===== config.mk =====
export PLATFORM = sky130hd
export DESIGN_NAME = gost_round_engine
export DESIGN_NICKNAME = d
export VERILOG_FILES = /design/src/rtl/gost_round_engine.sv
export SDC_FILE = /design/constraint.sdc
export NUM_CORES = 1
export LEC_CHECK = 0
export ABC_AREA = 1
export ABC_CLOCK_PERIOD_IN_PS = 5700
export CORE_MARGIN = 2
export CORE_UTILIZATION = 50
export DETAILED_ROUTE_END_ITERATION = 7
export PLACE_DENSITY = 0.81
export SLEW_MARGIN = 25
export SYNTH_ARGS = -nofsm -noshare
export SYNTH_HDL_FRONTEND = slang
export SYNTH_SLANG_ARGS = --single-unit
export TNS_END_PERCENT = 100

===== constraint.sdc =====
create_clock -name clk -period 5.7 [get_ports clk]
set_input_delay 1.71 -clock clk [delete_from_list [all_inputs] [get_ports clk]]
set_output_delay 1.71 -clock clk [all_outputs]
set_load 0.005 [all_outputs]

===== src/rtl/gost_round_engine.sv =====
// Iterative GOST 28147-89 round engine: one Feistel round per clock over 32 rounds,
// with the S-box substitution stage supplied externally through subst_in/subst_out.
module gost_round_engine (
    input  logic         clk,
    input  logic         rst_n,
    input  logic         start,
    input  logic         mode,
    input  logic [255:0] key,
    input  logic [63:0]  data_in,
    output logic [31:0]  subst_in,
    input  logic [31:0]  subst_out,
    output logic         busy,
    output logic         done,
    output logic [63:0]  data_out
);

    typedef enum logic [1:0] {
        IDLE = 2'd0,
        RUN  = 2'd1,
        DONE = 2'd2
    } state_t;

    state_t        state_q, state_d;
    logic [4:0]    cnt_q, cnt_d;
    logic          mode_q, mode_d;
    logic [255:0]  key_q, key_d;
    logic [31:0]   n1_q, n1_d;
    logic [31:0]   n2_q, n2_d;
    logic [63:0]   data_out_q, data_out_d;

    logic [31:0]   key_word [8];
    logic          reverse_order;
    logic [2:0]    ksel_idx;
    logic [31:0]   ksel;
    logic [31:0]   f_val;

    genvar gi;
    generate
        for (gi = 0; gi < 8; gi++) begin : g_key_word
            assign key_word[gi] = key_q[32*gi +: 32];
        end
    endgenerate

    // Encrypt walks K0..K7 three times then K7..K0; decrypt does K0..K7 once then K7..K0 three times.
    // 7 - (cnt mod 8) is simply the bitwise inverse of cnt[2:0].
    assign reverse_order = mode_q ? (cnt_q >= 5'd8) : (cnt_q >= 5'd24);
    assign ksel_idx      = reverse_order ? ~cnt_q[2:0] : cnt_q[2:0];
    assign ksel          = key_word[ksel_idx];

    assign subst_in = (state_q == RUN) ? (n1_q + ksel) : 32'h0;
    assign f_val    = {subst_out[20:0], subst_out[31:21]};

    assign busy     = (state_q != IDLE);
    assign done     = (state_q == DONE);
    assign data_out = data_out_q;

    always_comb begin
        state_d    = state_q;
        cnt_d      = cnt_q;
        mode_d     = mode_q;
        key_d      = key_q;
        n1_d       = n1_q;
        n2_d       = n2_q;
        data_out_d = data_out_q;
        case (state_q)
            IDLE: begin
                if (start) begin
                    state_d = RUN;
                    cnt_d   = 5'd0;
                    mode_d  = mode;
                    key_d   = key;
                    n1_d    = data_in[31:0];
                    n2_d    = data_in[63:32];
                end
            end
            RUN: begin
                if (cnt_q == 5'd31) begin
                    // Final round keeps the halves in place.
                    n2_d       = n2_q ^ f_val;
                    data_out_d = {n2_q ^ f_val, n1_q};
                    state_d    = DONE;
                end else begin
                    n1_d  = n2_q ^ f_val;
                    n2_d  = n1_q;
                    cnt_d = cnt_q + 5'd1;
                end
            end
            DONE: begin
                state_d = IDLE;
            end
            default: begin
                state_d = IDLE;
            end
        endcase
    end

    always_ff @(posedge clk) begin
        if (!rst_n) begin
            state_q    <= IDLE;
            cnt_q      <= 5'd0;
            mode_q     <= 1'b0;
            key_q      <= 256'h0;
            n1_q       <= 32'h0;
            n2_q       <= 32'h0;
            data_out_q <= 64'h0;
        end else begin
            state_q    <= state_d;
            cnt_q      <= cnt_d;
            mode_q     <= mode_d;
            key_q      <= key_d;
            n1_q       <= n1_d;
            n2_q       <= n2_d;
            data_out_q <= data_out_d;
        end
    end

endmodule


==> flow_summary.html, run 1 <==
<table>
<tr><th>Metric</th><th>Value</th></tr>
<tr><th colspan="2">Run status</th></tr>
<tr><td>Outcome</td><td>finished with violations</td></tr>
<tr><td>Violations in the final reports</td><td>negative setup slack</td></tr>
<tr><th colspan="2">Floorplanning</th></tr>
<tr><td>Num ports</td><td>454</td></tr>
<tr><td>Cell row count</td><td>70</td></tr>
<tr><td>Full die area</td><td>38720 um^2</td></tr>
<tr><td>Floorplan core area</td><td>36610 um^2</td></tr>
<tr><td>Vertical die dimension</td><td>196.8 um</td></tr>
<tr><td>Horiz. Die Dim</td><td>196.8 um</td></tr>
<tr><td>Initial standard-cell utilization of the core</td><td>50.75%</td></tr>
<tr><th colspan="2">Clock tree</th></tr>
<tr><td>TritonCTS clock tree</td><td>yes</td></tr>
<tr><td>Maximum count of clock buffers along a single path</td><td>3</td></tr>
<tr><td>Number of CTS-inserted buffers</td><td>40</td></tr>
<tr><td>Count of clock tree sinks</td><td>392</td></tr>
<tr><td>Number of levels in the clock H-tree</td><td>2</td></tr>
<tr><td>Source-to-sink clock delay at the later pin of the worst-skew pair</td><td>0.55 ns</td></tr>
<tr><td>Root buffer cell</td><td>sky130_fd_sc_hd__clkbuf_16</td></tr>
<tr><td>Hold_buf cts</td><td>0</td></tr>
<tr><td>Clock input transition at the sequential cells of the worst setup and hold paths</td><td>0.06 ns</td></tr>
<tr><th colspan="2">Placed design</th></tr>
<tr><td>I/O Buffers</td><td>453</td></tr>
<tr><td>GP Congestion</td><td>0.9639</td></tr>
<tr><td>Detailed Place HPWL</td><td>50.42 mm</td></tr>
<tr><td>Instance area at placement</td><td>23320 um^2</td></tr>
<tr><th colspan="2">GRT</th></tr>
<tr><td>Global-route wire length before repair</td><td>105.4 mm</td></tr>
<tr><td>Total Routing Usage GR</td><td>34.76%</td></tr>
<tr><td>Pin count of the biggest net entering global routing</td><td>144</td></tr>
<tr><td>Remaining global-route overflow</td><td>0</td></tr>
<tr><td>Initial antenna violation count</td><td>0</td></tr>
<tr><td>Number of global-route vias before repair</td><td>19033</td></tr>
<tr><th colspan="2">Synthesis</th></tr>
<tr><td>Synthesized area divided by synthesized cell count</td><td>6.831 um^2</td></tr>
<tr><td>Top post-synthesis cells by count</td><td>sky130_fd_sc_hd__nor2_1 (643), sky130_fd_sc_hd__nand2_1 (528), sky130_fd_sc_hd__dfxtp_1 (392)</td></tr>
<tr><td>Net Count, Synth</td><td>3119</td></tr>
<tr><td>Number of synthesized register bits</td><td>392</td></tr>
<tr><td>Sequential area share after synthesis</td><td>42.24%</td></tr>
<tr><td>Top flip-flop cell by instance count after synthesis</td><td>sky130_fd_sc_hd__dfxtp_1</td></tr>
<tr><td>Most frequently used cell type in the post-synthesis netlist</td><td>sky130_fd_sc_hd__nor2_1</td></tr>
<tr><td>EDFF count, synth</td><td>0</td></tr>
<tr><td>Top cells by area in the synthesized netlist</td><td>sky130_fd_sc_hd__dfxtp_1 (42%), sky130_fd_sc_hd__nor2_1 (13%), sky130_fd_sc_hd__nand2_1 (11%)</td></tr>
<tr><td>Number of library cell types mapped by synthesis</td><td>38</td></tr>
<tr><td>Library cell occupying the most area in the post-synthesis netlist</td><td>sky130_fd_sc_hd__dfxtp_1</td></tr>
<tr><td>Share of the synthesized area in the top cell type</td><td>42.24%</td></tr>
<tr><td>Async S/R FF share, synth</td><td>0%</td></tr>
<tr><td>Summed instance area of the synthesized netlist</td><td>18580 um^2</td></tr>
<tr><td>Synthesized instance count</td><td>2720</td></tr>
<tr><td>Yosys warns</td><td>0</td></tr>
<tr><th colspan="2">Route</th></tr>
<tr><td>Post-detailed-routing wire length</td><td>71.28 mm</td></tr>
<tr><td>Pre-antenna DRT Iters</td><td>7</td></tr>
<tr><td>Average detailed-routed wire length per instance</td><td>19.80 um</td></tr>
<tr><td>Total number of vias</td><td>20686</td></tr>
<tr><td>DRC viols</td><td>0</td></tr>
<tr><td>Per-cell via count in the routed design</td><td>5.746</td></tr>
<tr><td>Count of nets left with antenna violations after detail routing</td><td>0</td></tr>
<tr><td>DR iter-0 viols</td><td>1979</td></tr>
<tr><th colspan="2">Timing</th></tr>
<tr><td>Portion of the clock cycle consumed by the worst path in the final layout</td><td>100.9%</td></tr>
<tr><td>Number of max-slew violations in the final report</td><td>0</td></tr>
<tr><td>Final setup skew</td><td>0.01571 ns</td></tr>
<tr><td>Final worst setup slack</td><td>-0.05134 ns</td></tr>
<tr><td>RSZ-0062 raised after global routing</td><td>yes</td></tr>
<tr><td>Normalized max-slew margin</td><td>34.65%</td></tr>
<tr><td>Final worst path period need</td><td>5.751 ns</td></tr>
<tr><td>Worst hold-check slack</td><td>0.4631 ns</td></tr>
<tr><td>Slew at the pin closest to its max-slew limit</td><td>0.9780 ns</td></tr>
<tr><td>Final hold violation count</td><td>0</td></tr>
<tr><td>Setup-violating endpoint count in the final report</td><td>1</td></tr>
<tr><td>Max Freq</td><td>173.9 MHz</td></tr>
<tr><th colspan="2">Finish</th></tr>
<tr><td># nets final</td><td>3503</td></tr>
<tr><td>Final antenna diode count</td><td>0</td></tr>
<tr><td>Core utilization of the finished layout</td><td>71.14%</td></tr>
<tr><td>Layout cells sized above 1</td><td>10.31%</td></tr>
<tr><td>Footprint of the flip-flops and latches</td><td>7855 um^2</td></tr>
<tr><td>Footprint of the multi-input gates</td><td>10720 um^2</td></tr>
<tr><td>Post-route standard cell area excluding fillers</td><td>26050 um^2</td></tr>
<tr><td>Area added between synthesis and finish</td><td>40.18%</td></tr>
<tr><td>Filler Cell Count</td><td>2965</td></tr>
<tr><th colspan="2">Worst setup path</th></tr>
<tr><td>Crit. End Element</td><td>primary output</td></tr>
<tr><td>Register-to-register path setup slack</td><td>2.73 ns</td></tr>
<tr><td>Worst endpoint data arrival time</td><td>4.04 ns</td></tr>
<tr><td>Largest fanout on the critical path</td><td>11</td></tr>
<tr><td>Required time reported for the critical path endpoint</td><td>3.99 ns</td></tr>
<tr><td>Class of the most critical setup path</td><td>reg2out</td></tr>
<tr><td>Critical path launch point type</td><td>flop</td></tr>
<tr><th colspan="2">Pwr</th></tr>
<tr><td>Pwr dens</td><td>290.6 nW/um^2</td></tr>
<tr><td>Worst vdd rail ir drop</td><td>0.2197 mV</td></tr>
<tr><td>Total leakage power</td><td>10.31 nW</td></tr>
<tr><th colspan="2">Flow run</th></tr>
<tr><td>Reported max-cap violation count</td><td>0</td></tr>
<tr><th colspan="2">Worst hold path</th></tr>
<tr><td>Classification of the worst-slack hold path</td><td>reg2reg</td></tr>
</table>
-- through the flow --
step / TNS, ns / power [W] / setup WS, ns / instances
floorplan: 0 / 0.003996 / 1.103 / 2720
global placement: -0.03566 / 0.004690 / -0.03566 / 3494
detailed placement: -0.04821 / 0.004714 / -0.04821 / 3494
CTS: -0.1235 / 0.007438 / -0.04428 / 3581
global route: -0.5630 / 0.007850 / -0.2112 / 3600
finish: -0.05134 / 0.007569 / -0.05134 / 3600
-- area by class of cell --
class                           count  share of cell area (%)
Clock buffer                       54                   4.396
Clock inverter                     16                  0.5957
Inverter                           47                  0.7686
Multi-Input combinational cell   2098                   41.16
Sequential cell                   392                   30.16
Tap cell                          468                   2.248
Timing Repair Buffer              525                   20.67
-- critical path, stage by stage, from the launching register on --
cell and delay (ns):
sky130_fd_sc_hd__dfxtp_2 0.35, sky130_fd_sc_hd__nand2_1 0.09, sky130_fd_sc_hd__nand2_4 0.14, sky130_fd_sc_hd__nand3_4 0.17, sky130_fd_sc_hd__nand2_8 0.19, sky130_fd_sc_hd__buf_4 0.21, sky130_fd_sc_hd__nand2_1 0.06, sky130_fd_sc_hd__nand3_1 0.13
sky130_fd_sc_hd__nand3_1 0.18, sky130_fd_sc_hd__nand2_1 0.17, sky130_fd_sc_hd__ha_4 0.24, sky130_fd_sc_hd__a21oi_4 0.15, sky130_fd_sc_hd__o21a_1 0.14, sky130_fd_sc_hd__nand2_2 0.08, sky130_fd_sc_hd__a21oi_2 0.17, sky130_fd_sc_hd__inv_2 0.08
sky130_fd_sc_hd__nand3b_1 0.10, sky130_fd_sc_hd__a21oi_1 0.07, sky130_fd_sc_hd__nor2_1 0.11, sky130_fd_sc_hd__buf_4 0.13, sky130_fd_sc_hd__clkdlybuf4s50_1 0.52
-- state kept, by name, indices dropped and copies added, names as in the netlist --
register and flops:
mode_q 1, state_q 2, n1_q 32, key_q 256, cnt_q 5, n2_q 32, data_out 64
-- metal layers --
layer | share of wire (%) | track usage (%) | vias to the layer above
li1 | - | - | 9748
met1 | 39 | 45.20 | 9567
met2 | 45 | 56.14 | 1147
met3 | 9.7 | 4.962 | 224
met4 | 5.8 | 18.43 | 0
met5 | 0 | 0 | -
-- worst paths after layout --
| kind | from | end | cells past startpoint |
|---|---|---|---|
| setup reg to reg | state_q[0]$_SDFFE_PN0P_ | n2_q[0]$_SDFFE_PN0P_ | 8 |
| hold / removal | data_out[26]$_SDFFE_PN0P_ | data_out[26]$_SDFFE_PN0P_ | 2 |
| setup / recovery | cnt_q[3]$_SDFFE_PN0P_ | subst_in[27] | 20 |
| hold reg to reg | data_out[26]$_SDFFE_PN0P_ | data_out[26]$_SDFFE_PN0P_ | 2 |
-- layout by cell type (no fill, tap or decap), types with 18 or more instances in the layout --
master / n
sky130_fd_sc_hd__nor2_1: 629
sky130_fd_sc_hd__o21ai_0: 336
sky130_fd_sc_hd__nand2_1: 495
sky130_fd_sc_hd__clkdlybuf4s50_1: 431
sky130_fd_sc_hd__inv_1: 33
sky130_fd_sc_hd__dfxtp_1: 388
sky130_fd_sc_hd__clkbuf_16: 44
sky130_fd_sc_hd__a22oi_1: 32
sky130_fd_sc_hd__xor2_1: 36
sky130_fd_sc_hd__a21oi_2: 26
sky130_fd_sc_hd__nand2_2: 28
sky130_fd_sc_hd__nand3_1: 180
sky130_fd_sc_hd__buf_4: 47
sky130_fd_sc_hd__a21oi_1: 132
sky130_fd_sc_hd__a31oi_1: 32
sky130_fd_sc_hd__ha_1: 18
sky130_fd_sc_hd__nand3_2: 34
sky130_fd_sc_hd__ha_4: 23
-- logic make-up (layout without fill, tap and decap cells) --
group,after synthesis,in the layout,share of synthesized area (%)
fa+ha+maj,43,43,2.936
compound gates,593,593,16.93
buf+inv,232,642,5.306
xor+xnor,42,42,2.020
flops,392,392,42.24
simple gates,1418,1420,30.57
-- power breakdown --
part           total (W)  internal [W]  switching, W  leakage, nW
sequential       0.00311       0.00294      0.000168         3.24
clock            0.00262       0.00151       0.00112        0.633
combinational    0.00183      0.000786       0.00105         6.44
total            0.00757       0.00524       0.00233         10.3
-- what timing repair did --
action / 4_1_cts / 5_1_grt
resized for setup: 160 / 89
endpoints found under the setup margin: 23 / 22
cloned: 6 / 5
pin swaps: 10 / 29
buffers inserted: 11 / 14
(Power assumes the default switching activity.)
==> run 2, diff against run 1 <==
Settings changed: CORE_UTILIZATION 50 to 49, PLACE_DENSITY 0.81 to 0.79.
==> run 2 against run 1 <==
  * The run ends with design-rule violations, negative setup slack left
  * Non-clock buffer count decreased by 13
  * Sequential share of layout area rose by 0.20 points
  * Combinational power decreased by 3%
==> flow_summary.html, run 2 (synthesized netlist as in run 1, its figures left out) <==
<table>
<tr><th>Metric</th><th>Value</th></tr>
<tr><th colspan="2">Finish</th></tr>
<tr><td>Non-filler cells in the finished layout</td><td>3629 (was 3600)</td></tr>
<tr><td>Footprint of the flip-flops and latches</td><td>7854 um^2 (was 7855 um^2)</td></tr>
<tr><td>Filler Cell Count</td><td>3138 (was 2965)</td></tr>
<tr><td>Commonest non-fill, non-tap cell in the layout</td><td>sky130_fd_sc_hd__nor2_1 (unchanged)</td></tr>
<tr><td>Commonest cells after routing, fill and taps aside</td><td>sky130_fd_sc_hd__nor2_1 (634), sky130_fd_sc_hd__nand2_1 (493), sky130_fd_sc_hd__clkdlybuf4s50_1 (430) (was sky130_fd_sc_hd__nor2_1 (629), sky130_fd_sc_hd__nand2_1 (495), sky130_fd_sc_hd__clkdlybuf4s50_1 (431))</td></tr>
<tr><td>Largest Register</td><td>key_q (unchanged)</td></tr>
<tr><td>Core utilization of the finished layout</td><td>69.01% (was 71.14%)</td></tr>
<tr><td># nets final</td><td>3489 (was 3503)</td></tr>
<tr><td>Flip-flop count of the largest register, all copies and words added</td><td>256 (unchanged)</td></tr>
<tr><td>Footprint of the multi-input gates</td><td>10570 um^2 (was 10720 um^2)</td></tr>
<tr><td>Area added between synthesis and finish</td><td>39.24% (was 40.18%)</td></tr>
<tr><td>Layout cells sized above 1</td><td>8.887% (was 10.31%)</td></tr>
<tr><th colspan="2">Route</th></tr>
<tr><td>Per-cell via count in the routed design</td><td>5.629 (was 5.746)</td></tr>
<tr><td>DR iter-0 viols</td><td>1662 (was 1979)</td></tr>
<tr><td>Pre-antenna DRT Iters</td><td>8 (was 7)</td></tr>
<tr><td>Count of nets left with antenna violations after detail routing</td><td>0 (unchanged)</td></tr>
<tr><td>Post-detailed-routing wire length</td><td>70.48 mm (was 71.28 mm)</td></tr>
<tr><td>DRC viols</td><td>14 (was 0)</td></tr>
<tr><td>Average detailed-routed wire length per instance</td><td>19.42 um (was 19.80 um)</td></tr>
<tr><td>Total number of vias</td><td>20429 (was 20686)</td></tr>
<tr><th colspan="2">Pwr</th></tr>
<tr><td>Total design power</td><td>0.007634 W (was 0.007569 W)</td></tr>
<tr><td>Switching pwr</td><td>0.002299 W (was 0.002333 W)</td></tr>
<tr><td>Total leakage power</td><td>10.26 nW (was 10.31 nW)</td></tr>
<tr><td>Portion of total power attributed to combinational logic</td><td>23.3% (was 24.2%)</td></tr>
<tr><td>Worst vdd rail ir drop</td><td>0.2287 mV (was 0.2197 mV)</td></tr>
<tr><td>Pwr dens</td><td>295.1 nW/um^2 (was 290.6 nW/um^2)</td></tr>
<tr><td>Sequential share of power</td><td>40.8% (was 41.1%)</td></tr>
<tr><td>Net switching fraction of the power</td><td>30.12% (was 30.82%)</td></tr>
<tr><td>Internal cell power</td><td>0.005334 W (was 0.005236 W)</td></tr>
<tr><td>Clock share of power</td><td>35.9% (was 34.7%)</td></tr>
<tr><th colspan="2">Floorplanning</th></tr>
<tr><td>Full die area</td><td>39490 um^2 (was 38720 um^2)</td></tr>
<tr><td>Vertical die dimension</td><td>198.7 um (was 196.8 um)</td></tr>
<tr><td>Floorplan core area</td><td>37490 um^2 (was 36610 um^2)</td></tr>
<tr><td>Initial standard-cell utilization of the core</td><td>49.56% (was 50.75%)</td></tr>
<tr><td>Cell row count</td><td>71 (was 70)</td></tr>
<tr><td>Num ports</td><td>454 (unchanged)</td></tr>
<tr><td>Horiz. Die Dim</td><td>198.7 um (was 196.8 um)</td></tr>
<tr><th colspan="2">Timing</th></tr>
<tr><td>Number of max-slew violations in the final report</td><td>0 (unchanged)</td></tr>
<tr><td>Final setup skew</td><td>0.01794 ns (was 0.01571 ns)</td></tr>
<tr><td>Total Negative Setup Slacks</td><td>-0.2063 ns (was -0.05134 ns)</td></tr>
<tr><td>Final hold violation count</td><td>0 (unchanged)</td></tr>
<tr><td>Setup-violating endpoint count in the final report</td><td>2 (was 1)</td></tr>
<tr><td>Final worst path period need</td><td>5.826 ns (was 5.751 ns)</td></tr>
<tr><td>Worst hold-check slack</td><td>0.4642 ns (was 0.4631 ns)</td></tr>
<tr><td>Slew at the pin closest to its max-slew limit</td><td>0.9371 ns (was 0.9780 ns)</td></tr>
<tr><td>RSZ-0062 raised after global routing</td><td>yes (unchanged)</td></tr>
<tr><td>Final worst setup slack</td><td>-0.1261 ns (was -0.05134 ns)</td></tr>
<tr><td>Portion of the clock cycle consumed by the worst path in the final layout</td><td>102.2% (was 100.9%)</td></tr>
<tr><td>Normalized max-slew margin</td><td>37.52% (was 34.65%)</td></tr>
<tr><td>Max Freq</td><td>171.6 MHz (was 173.9 MHz)</td></tr>
<tr><th colspan="2">GRT</th></tr>
<tr><td>Global-route wire length before repair</td><td>104.0 mm (was 105.4 mm)</td></tr>
<tr><td>Initial antenna violation count</td><td>2 (was 0)</td></tr>
<tr><td>Total Routing Usage GR</td><td>34.00% (was 34.76%)</td></tr>
<tr><td>Pin count of the biggest net entering global routing</td><td>152 (was 144)</td></tr>
<tr><td>Remaining global-route overflow</td><td>0 (unchanged)</td></tr>
<tr><td>Number of global-route vias before repair</td><td>19018 (was 19033)</td></tr>
<tr><th colspan="2">Placed design</th></tr>
<tr><td>I/O Buffers</td><td>453 (unchanged)</td></tr>
<tr><td>GP Congestion</td><td>0.9595 (was 0.9639)</td></tr>
<tr><td>Detailed Place HPWL</td><td>50.61 mm (was 50.42 mm)</td></tr>
<tr><td>Placed insts</td><td>3535 (was 3494)</td></tr>
<tr><th colspan="2">Run status</th></tr>
<tr><td>Violations in the final reports</td><td>design-rule violations, negative setup slack (was negative setup slack)</td></tr>
<tr><td>Outcome</td><td>finished with violations (unchanged)</td></tr>
<tr><th colspan="2">Clock tree</th></tr>
<tr><td>Root buffer cell</td><td>sky130_fd_sc_hd__clkbuf_16 (unchanged)</td></tr>
<tr><td>Count of clock tree sinks</td><td>392 (unchanged)</td></tr>
<tr><td>TritonCTS clock tree</td><td>yes (unchanged)</td></tr>
<tr><td>Hold_buf cts</td><td>0 (unchanged)</td></tr>
<tr><td>Source-to-sink clock delay at the later pin of the worst-skew pair</td><td>0.56 ns (was 0.55 ns)</td></tr>
<tr><td>Clock input transition at the sequential cells of the worst setup and hold paths</td><td>0.06 ns (about the same)</td></tr>
<tr><td>Number of CTS-inserted buffers</td><td>40 (unchanged)</td></tr>
<tr><td>Maximum count of clock buffers along a single path</td><td>3 (unchanged)</td></tr>
<tr><td>Number of levels in the clock H-tree</td><td>2 (unchanged)</td></tr>
<tr><th colspan="2">Worst setup path</th></tr>
<tr><td>Beginning of the worst register-to-register path</td><td>state_q[0]$_SDFFE_PN0P_ (unchanged)</td></tr>
<tr><td>Required time reported for the critical path endpoint</td><td>3.99 ns (about the same)</td></tr>
<tr><td>CP endpoint</td><td>subst_in[31] (was subst_in[27])</td></tr>
<tr><td>Crit. End Element</td><td>primary output (unchanged)</td></tr>
<tr><td>Register-to-register path setup slack</td><td>2.54 ns (was 2.73 ns)</td></tr>
<tr><td>Logic depth of the worst path, buffers included</td><td>21 (was 20)</td></tr>
<tr><td>Largest fanout on the critical path</td><td>20 (was 11)</td></tr>
<tr><td>Ordered cell list for the critical path</td><td>nand2_2, nand2_4, nand2_8, nand2_2, nand2_4, clkinv_4, bufbuf_16, nand3_1, nand3_1, nand2_2, ha_4, nand2_2, o21a_1, nand2_2, nand2_1, nand2_2, nand3_1, nand2_1, a21oi_1, nor2_2, clkdlybuf4s50_1 (was nand2_1, nand2_4, nand3_4, nand2_8, buf_4, nand2_1, nand3_1, nand3_1, nand2_1, ha_4, a21oi_4, o21a_1, nand2_2, a21oi_2, inv_2, nand3b_1, a21oi_1, nor2_1, buf_4, clkdlybuf4s50_1)</td></tr>
<tr><td>Class of the most critical setup path</td><td>reg2out (unchanged)</td></tr>
<tr><td>Critical path launch point type</td><td>flop (unchanged)</td></tr>
<tr><td>Critical path launch point</td><td>cnt_q[3]$_SDFFE_PN0P_ (unchanged)</td></tr>
<tr><td>R2R Path End</td><td>n1_q[21]$_SDFFE_PN0P_ (was n2_q[0]$_SDFFE_PN0P_)</td></tr>
<tr><td>Worst reg2reg path depth</td><td>8 (unchanged)</td></tr>
<tr><td>Crit path largest cell delay</td><td>0.52 ns (about the same)</td></tr>
<tr><td>Gate family responsible for the most delay along the worst path</td><td>simple AND/OR/NAND/NOR gates (unchanged)</td></tr>
<tr><td>Worst endpoint data arrival time</td><td>4.12 ns (was 4.04 ns)</td></tr>
<tr><td>Slowest stage cell, crit path</td><td>sky130_fd_sc_hd__clkdlybuf4s50_1 (unchanged)</td></tr>
<tr><td>Buffers and inverters on the worst path</td><td>3 (was 4)</td></tr>
<tr><td>Cell occurring most often along the worst timing path</td><td>sky130_fd_sc_hd__nand2_2 (was sky130_fd_sc_hd__nand2_1)</td></tr>
<tr><th colspan="2">Worst hold path</th></tr>
<tr><td>Classification of the worst-slack hold path</td><td>reg2reg (unchanged)</td></tr>
<tr><th colspan="2">Flow run</th></tr>
<tr><td>Reported max-cap violation count</td><td>0 (unchanged)</td></tr>
</table>
## run 2: cell types whose count changed in the layout (fill, tap and decap cells not counted), moves of 6 or more
| cell | delta |
|---|---|
| sky130_fd_sc_hd__a21oi_2 | -9 |
| sky130_fd_sc_hd__nand3_2 | -19 |
| sky130_fd_sc_hd__nor2_2 | -6 |
| sky130_fd_sc_hd__a21oi_1 | +8 |
| sky130_fd_sc_hd__nand3_1 | +23 |
| sky130_fd_sc_hd__buf_4 | -9 |
## run 2: worst min path at each step
stage | cells after the start | start | to
after floorplan | 2 | mode_q$_SDFFE_PN0P_ | mode_q$_SDFFE_PN0P_
after global placement | 2 | data_out[24]$_SDFFE_PN0P_ | data_out[24]$_SDFFE_PN0P_
after detailed placement | 2 | data_out[8]$_SDFFE_PN0P_ | data_out[8]$_SDFFE_PN0P_
after CTS | 2 | data_out[8]$_SDFFE_PN0P_ | data_out[8]$_SDFFE_PN0P_
after global routing | 2 | data_out[3]$_SDFFE_PN0P_ | data_out[3]$_SDFFE_PN0P_
final | 2 | data_out[26]$_SDFFE_PN0P_ | data_out[26]$_SDFFE_PN0P_
## run 2: repair_timing
action / in CTS / in global routing
gates cloned: 4 / 4
hold endpoints to repair: 0 / 0
resized for setup: 134 / 70
endpoints found under the setup margin: 24 / 26
pin swaps: 11 / 20
buffers inserted: 5 / 11
## run 2: worst reg2reg max path, cell delays in order, from the launching register on
cell and delay, ns:
sky130_fd_sc_hd__dfxtp_1 0.33, sky130_fd_sc_hd__nor2_1 0.35, sky130_fd_sc_hd__nand2_8 0.37, sky130_fd_sc_hd__inv_8 0.71, sky130_fd_sc_hd__nor2_4 0.42, sky130_fd_sc_hd__buf_4 0.34
sky130_fd_sc_hd__nor2_1 0.28, sky130_fd_sc_hd__o21ai_0 0.14, sky130_fd_sc_hd__a21oi_1 0.15
## run 2: power groups by stage
stage          Clock [W]  Sequential [W]  Combinational, W
4_1_cts          0.00276         0.00310           0.00167
2_1_floorplan          0         0.00309          0.000904
3_5_place_dp           0         0.00316           0.00155
3_3_place_gp           0         0.00315           0.00152
6_report         0.00274         0.00311           0.00178
5_1_grt          0.00288         0.00313           0.00194
## run 2: area by class of cell
| class | count | area share [%] |
|---|---|---|
| diodes | 1 | 0.009673 |
| clock buffers | 51 | 4.183 |
| clock inverters | 18 | 1.054 |
| inverters | 47 | 0.7303 |
| multi-input cells | 2097 | 40.85 |
| flip-flops and latches | 392 | 30.36 |
| well taps | 511 | 2.471 |
| repair buffers | 512 | 20.35 |
## run 2: per-stage QoR
| step | area, um^2 | setup WS, ns |
|---|---|---|
| floorplan | 18580 | 1.103 |
| global placement | 23370 | 0.1083 |
| detailed placement | 23370 | 0.05945 |
| CTS | 25390 | -0.2345 |
| global route | 25870 | -0.3455 |
| finish | 25870 | -0.1261 |
## run 2: layer usage
| metal | routed length [um] | track usage [%] | vias up | share of wire (%) |
|---|---|---|---|---|
| met5 | 9 | 0 | - | 0.013 |
| met4 | 3320 | 15.78 | 2 | 4.7 |
| met3 | 6520 | 6.918 | 174 | 9.3 |
| met2 | 32360 | 55.53 | 1040 | 46 |
| met1 | 28260 | 43.19 | 9497 | 40 |
| li1 | - | - | 9716 | - |
==> run 3, diff against run 2 <==
Settings changed: CORE_MARGIN 2 to 5, HOLD_SLACK_MARGIN set to 0.03.
==> run 3 against run 2 <==
  * The run ends with negative setup slack left
  * Cell count is 0.50% higher
  * Clock skew is 0.0070 ns higher
  * Largest cell class unchanged
  * Core utilization is 0.16 points higher
  * Maximum frequency is 1.3% lower
  * Via count is 0.64% higher
  * Routed wire length is 4.8% higher
  * Die area is 6.1% higher
  * Final area is 0.47% higher
  * Total power is 2.1% higher
  * Largest power group unchanged
  * Worst setup slack worse by 0.076 ns
  * Critical path depth stayed put
==> flow_summary.html, run 3 (synthesized netlist as in run 1, its figures left out) <==
<table>
<tr><th>Metric</th><th>Value</th></tr>
<tr><th colspan="2">Pwr</th></tr>
<tr><td>Switching pwr</td><td>0.002337 W (was 0.002299 W)</td></tr>
<tr><td>Clock share of power</td><td>36.9% (was 35.9%)</td></tr>
<tr><td>Pwr dens</td><td>299.8 nW/um^2 (was 295.1 nW/um^2)</td></tr>
<tr><td>Internal cell power</td><td>0.005455 W (was 0.005334 W)</td></tr>
<tr><td>Net switching fraction of the power</td><td>29.99% (was 30.12%)</td></tr>
<tr><td>Total leakage power</td><td>10.27 nW (was 10.26 nW)</td></tr>
<tr><td>Portion of total power attributed to combinational logic</td><td>23.1% (was 23.3%)</td></tr>
<tr><td>Worst vdd rail ir drop</td><td>0.2232 mV (was 0.2287 mV)</td></tr>
<tr><td>Sequential share of power</td><td>40.0% (was 40.8%)</td></tr>
<tr><th colspan="2">GRT</th></tr>
<tr><td>Remaining global-route overflow</td><td>0 (unchanged)</td></tr>
<tr><td>Pin count of the biggest net entering global routing</td><td>171 (was 152)</td></tr>
<tr><td>Total Routing Usage GR</td><td>32.87% (was 34.00%)</td></tr>
<tr><td>Initial antenna violation count</td><td>1 (was 2)</td></tr>
<tr><td>Number of global-route vias before repair</td><td>19503 (was 19018)</td></tr>
<tr><td>Global-route wire length before repair</td><td>109.5 mm (was 104.0 mm)</td></tr>
<tr><th colspan="2">Finish</th></tr>
<tr><td>Final antenna diode count</td><td>0 (was 1)</td></tr>
<tr><td>Filler Cell Count</td><td>3176 (was 3138)</td></tr>
<tr><td>Core utilization of the finished layout</td><td>69.17% (was 69.01%)</td></tr>
<tr><td>Flip-flop count of the largest register, all copies and words added</td><td>256 (unchanged)</td></tr>
<tr><td>Commonest non-fill, non-tap cell in the layout</td><td>sky130_fd_sc_hd__nor2_1 (unchanged)</td></tr>
<tr><td>Footprint of the multi-input gates</td><td>10550 um^2 (was 10570 um^2)</td></tr>
<tr><td># nets final</td><td>3505 (was 3489)</td></tr>
<tr><td>Layout cells sized above 1</td><td>9.630% (was 8.887%)</td></tr>
<tr><td>Non-filler cells in the finished layout</td><td>3647 (was 3629)</td></tr>
<tr><td>Area added between synthesis and finish</td><td>39.89% (was 39.24%)</td></tr>
<tr><td>Largest Register</td><td>key_q (unchanged)</td></tr>
<tr><td>Commonest cells after routing, fill and taps aside</td><td>sky130_fd_sc_hd__nor2_1 (632), sky130_fd_sc_hd__nand2_1 (502), sky130_fd_sc_hd__clkdlybuf4s50_1 (430) (was sky130_fd_sc_hd__nor2_1 (634), sky130_fd_sc_hd__nand2_1 (493), sky130_fd_sc_hd__clkdlybuf4s50_1 (430))</td></tr>
<tr><td>Footprint of the flip-flops and latches</td><td>7851 um^2 (was 7854 um^2)</td></tr>
<tr><th colspan="2">Placed design</th></tr>
<tr><td>Detailed Place HPWL</td><td>53.78 mm (was 50.61 mm)</td></tr>
<tr><td>I/O Buffers</td><td>453 (unchanged)</td></tr>
<tr><td>GP Congestion</td><td>0.9467 (was 0.9595)</td></tr>
<tr><td>Placed insts</td><td>3555 (was 3535)</td></tr>
<tr><th colspan="2">Worst setup path</th></tr>
<tr><td>Gate family responsible for the most delay along the worst path</td><td>simple AND/OR/NAND/NOR gates (unchanged)</td></tr>
<tr><td>Largest fanout on the critical path</td><td>13 (was 20)</td></tr>
<tr><td>R2R Path End</td><td>n2_q[12]$_SDFFE_PN0P_ (was n1_q[21]$_SDFFE_PN0P_)</td></tr>
<tr><td>Crit path largest cell delay</td><td>0.52 ns (about the same)</td></tr>
<tr><td>Critical path launch point type</td><td>flop (unchanged)</td></tr>
<tr><td>Cell occurring most often along the worst timing path</td><td>sky130_fd_sc_hd__nand2_1 (was sky130_fd_sc_hd__nand2_2)</td></tr>
<tr><td>CP endpoint</td><td>subst_in[31] (unchanged)</td></tr>
<tr><td>Crit. End Element</td><td>primary output (unchanged)</td></tr>
<tr><td>Slowest stage cell, crit path</td><td>sky130_fd_sc_hd__clkdlybuf4s50_1 (unchanged)</td></tr>
<tr><td>Logic depth of the worst path, buffers included</td><td>21 (unchanged)</td></tr>
<tr><td>Ordered cell list for the critical path</td><td>nand2_1, nand2_4, nand2_8, nand2_2, nand2_4, inv_6, bufbuf_16, nand3_1, nand3_2, nand2_1, ha_4, nand2_1, nor2_2, nor3b_2, nand2_1, nand2_2, nand3_1, nand2_1, a21oi_1, nor2_2, clkdlybuf4s50_1 (was nand2_2, nand2_4, nand2_8, nand2_2, nand2_4, clkinv_4, bufbuf_16, nand3_1, nand3_1, nand2_2, ha_4, nand2_2, o21a_1, nand2_2, nand2_1, nand2_2, nand3_1, nand2_1, a21oi_1, nor2_2, clkdlybuf4s50_1)</td></tr>
<tr><td>Buffers and inverters on the worst path</td><td>3 (unchanged)</td></tr>
<tr><td>Critical path launch point</td><td>cnt_q[3]$_SDFFE_PN0P_ (unchanged)</td></tr>
<tr><td>Class of the most critical setup path</td><td>reg2out (unchanged)</td></tr>
<tr><td>Register-to-register path setup slack</td><td>2.81 ns (was 2.54 ns)</td></tr>
<tr><td>Worst reg2reg path depth</td><td>10 (was 8)</td></tr>
<tr><td>Beginning of the worst register-to-register path</td><td>cnt_q[0]$_SDFFE_PN0P_ (was state_q[0]$_SDFFE_PN0P_)</td></tr>
<tr><td>Required time reported for the critical path endpoint</td><td>3.99 ns (about the same)</td></tr>
<tr><td>Worst endpoint data arrival time</td><td>4.19 ns (was 4.12 ns)</td></tr>
<tr><th colspan="2">Floorplanning</th></tr>
<tr><td>Cell row count</td><td>71 (unchanged)</td></tr>
<tr><td>Horiz. Die Dim</td><td>204.7 um (was 198.7 um)</td></tr>
<tr><td>Vertical die dimension</td><td>204.7 um (was 198.7 um)</td></tr>
<tr><td>Num ports</td><td>454 (unchanged)</td></tr>
<tr><td>Initial standard-cell utilization of the core</td><td>49.45% (was 49.56%)</td></tr>
<tr><td>Floorplan core area</td><td>37580 um^2 (was 37490 um^2)</td></tr>
<tr><td>Full die area</td><td>41910 um^2 (was 39490 um^2)</td></tr>
<tr><th colspan="2">Flow run</th></tr>
<tr><td>Reported max-cap violation count</td><td>0 (unchanged)</td></tr>
<tr><th colspan="2">Timing</th></tr>
<tr><td>Portion of the clock cycle consumed by the worst path in the final layout</td><td>103.6% (was 102.2%)</td></tr>
<tr><td>Final worst setup slack</td><td>-0.2025 ns (was -0.1261 ns)</td></tr>
<tr><td>Setup-violating endpoint count in the final report</td><td>2 (unchanged)</td></tr>
<tr><td>Slew at the pin closest to its max-slew limit</td><td>0.9887 ns (was 0.9371 ns)</td></tr>
<tr><td>Normalized max-slew margin</td><td>34.09% (was 37.52%)</td></tr>
<tr><td>Max Freq</td><td>169.4 MHz (was 171.6 MHz)</td></tr>
<tr><td>Total Negative Setup Slacks</td><td>-0.2186 ns (was -0.2063 ns)</td></tr>
<tr><td>Final hold violation count</td><td>0 (unchanged)</td></tr>
<tr><td>RSZ-0062 raised after global routing</td><td>yes (unchanged)</td></tr>
<tr><td>Final setup skew</td><td>0.02493 ns (was 0.01794 ns)</td></tr>
<tr><td>Final worst path period need</td><td>5.903 ns (was 5.826 ns)</td></tr>
<tr><td>Number of max-slew violations in the final report</td><td>0 (unchanged)</td></tr>
<tr><th colspan="2">Route</th></tr>
<tr><td>Pre-antenna DRT Iters</td><td>6 (was 8)</td></tr>
<tr><td>DRC viols</td><td>0 (was 14)</td></tr>
<tr><td>Total number of vias</td><td>20560 (was 20429)</td></tr>
<tr><td>Post-detailed-routing wire length</td><td>73.89 mm (was 70.48 mm)</td></tr>
<tr><td>Per-cell via count in the routed design</td><td>5.638 (was 5.629)</td></tr>
<tr><td>Average detailed-routed wire length per instance</td><td>20.26 um (was 19.42 um)</td></tr>
<tr><td>Count of nets left with antenna violations after detail routing</td><td>0 (unchanged)</td></tr>
<tr><td>DR iter-0 viols</td><td>1986 (was 1662)</td></tr>
<tr><th colspan="2">Clock tree</th></tr>
<tr><td>Source-to-sink clock delay at the later pin of the worst-skew pair</td><td>0.54 ns (was 0.56 ns)</td></tr>
<tr><td>Number of levels in the clock H-tree</td><td>2 (unchanged)</td></tr>
<tr><td>Hold_buf cts</td><td>0 (unchanged)</td></tr>
<tr><td>Number of CTS-inserted buffers</td><td>42 (was 40)</td></tr>
<tr><td>Clock input transition at the sequential cells of the worst setup and hold paths</td><td>0.06 ns (about the same)</td></tr>
<tr><td>Root buffer cell</td><td>sky130_fd_sc_hd__clkbuf_16 (unchanged)</td></tr>
<tr><td>Count of clock tree sinks</td><td>392 (unchanged)</td></tr>
<tr><td>Maximum count of clock buffers along a single path</td><td>3 (unchanged)</td></tr>
<tr><td>TritonCTS clock tree</td><td>yes (unchanged)</td></tr>
<tr><th colspan="2">Worst hold path</th></tr>
<tr><td>Classification of the worst-slack hold path</td><td>reg2reg (unchanged)</td></tr>
<tr><th colspan="2">Run status</th></tr>
<tr><td>Outcome</td><td>finished with violations (unchanged)</td></tr>
<tr><td>Violations in the final reports</td><td>negative setup slack (was design-rule violations, negative setup slack)</td></tr>
</table>
-- run 3: how the worst min path moves through the flow --
stage	startpoint	end	slack (ns)	cells past startpoint
floorplan	mode_q$_SDFFE_PN0P_	mode_q$_SDFFE_PN0P_	0.45	2
global placement	data_out[45]$_SDFFE_PN0P_	data_out[45]$_SDFFE_PN0P_	0.45	2
detailed placement	data_out[28]$_SDFFE_PN0P_	data_out[28]$_SDFFE_PN0P_	0.46	2
CTS	data_out[28]$_SDFFE_PN0P_	data_out[28]$_SDFFE_PN0P_	0.47	2
global route	data_out[28]$_SDFFE_PN0P_	data_out[28]$_SDFFE_PN0P_	0.49	2
finish	data_out[20]$_SDFFE_PN0P_	data_out[20]$_SDFFE_PN0P_	0.46	2
-- run 3: tightest hold or removal path, delay by kind of cell (launching register included) --
family | cells | cell delay (ns)
AND/OR/NAND/NOR | 1 | 0.06
flip-flops | 1 | 0.31
AO/OA/AOI/OAI | 1 | 0.06
-- run 3: repair_timing --
item | in CTS | in global routing
gates cloned | 2 | 5
gates resized for setup | 119 | 91
buffers inserted | 9 | 2
endpoints found under the setup margin | 25 | 24
endpoints found under the hold margin | 0 | 0
pin swaps | 9 | 15
-- run 3: per-stage QoR --
stage | total power [W] | worst slack, ns | hold slack [ns] | cell area, um^2
6_report | 0.007791 | -0.2025 | 0.4646 | 25990
5_1_grt | 0.008087 | -0.3423 | 0.4857 | 25990
4_1_cts | 0.007695 | -0.1610 | 0.4655 | 25590
3_5_place_dp | 0.004755 | 0.07470 | 0.4567 | 23530
3_3_place_gp | 0.004726 | 0.06660 | 0.4524 | 23530
2_1_floorplan | 0.003996 | 1.103 | 0.4546 | 18580
-- run 3: cell type report --
class / instances / share of cell area [%]
clock inverters: 14 / 0.8135
flip-flops and latches: 392 / 30.21
repair buffers: 525 / 20.42
multi-input cells: 2098 / 40.60
clock buffers: 60 / 4.770
inverters: 47 / 0.7269
well taps: 511 / 2.460
-- run 3: metal layers --
layer  vias to the layer above  global-route usage [%]  routed length [um]
met1                      9604                   43.01               29730
met5                         -                       0                  14
li1                       9746                       -                   -
met4                         2                   14.29                3551
met2                      1026                   53.43               34030
met3                       182                   5.936                6564
-- run 3: power by group through the flow --
stage | Sequential [W] | Combinational, W | Clock, W
after detailed placement | 0.00316 | 0.00159 | 0
final | 0.00312 | 0.00180 | 0.00288
after global placement | 0.00316 | 0.00157 | 0
after global routing | 0.00313 | 0.00195 | 0.00300
after CTS | 0.00311 | 0.00169 | 0.00289
after floorplan | 0.00309 | 0.000904 | 0
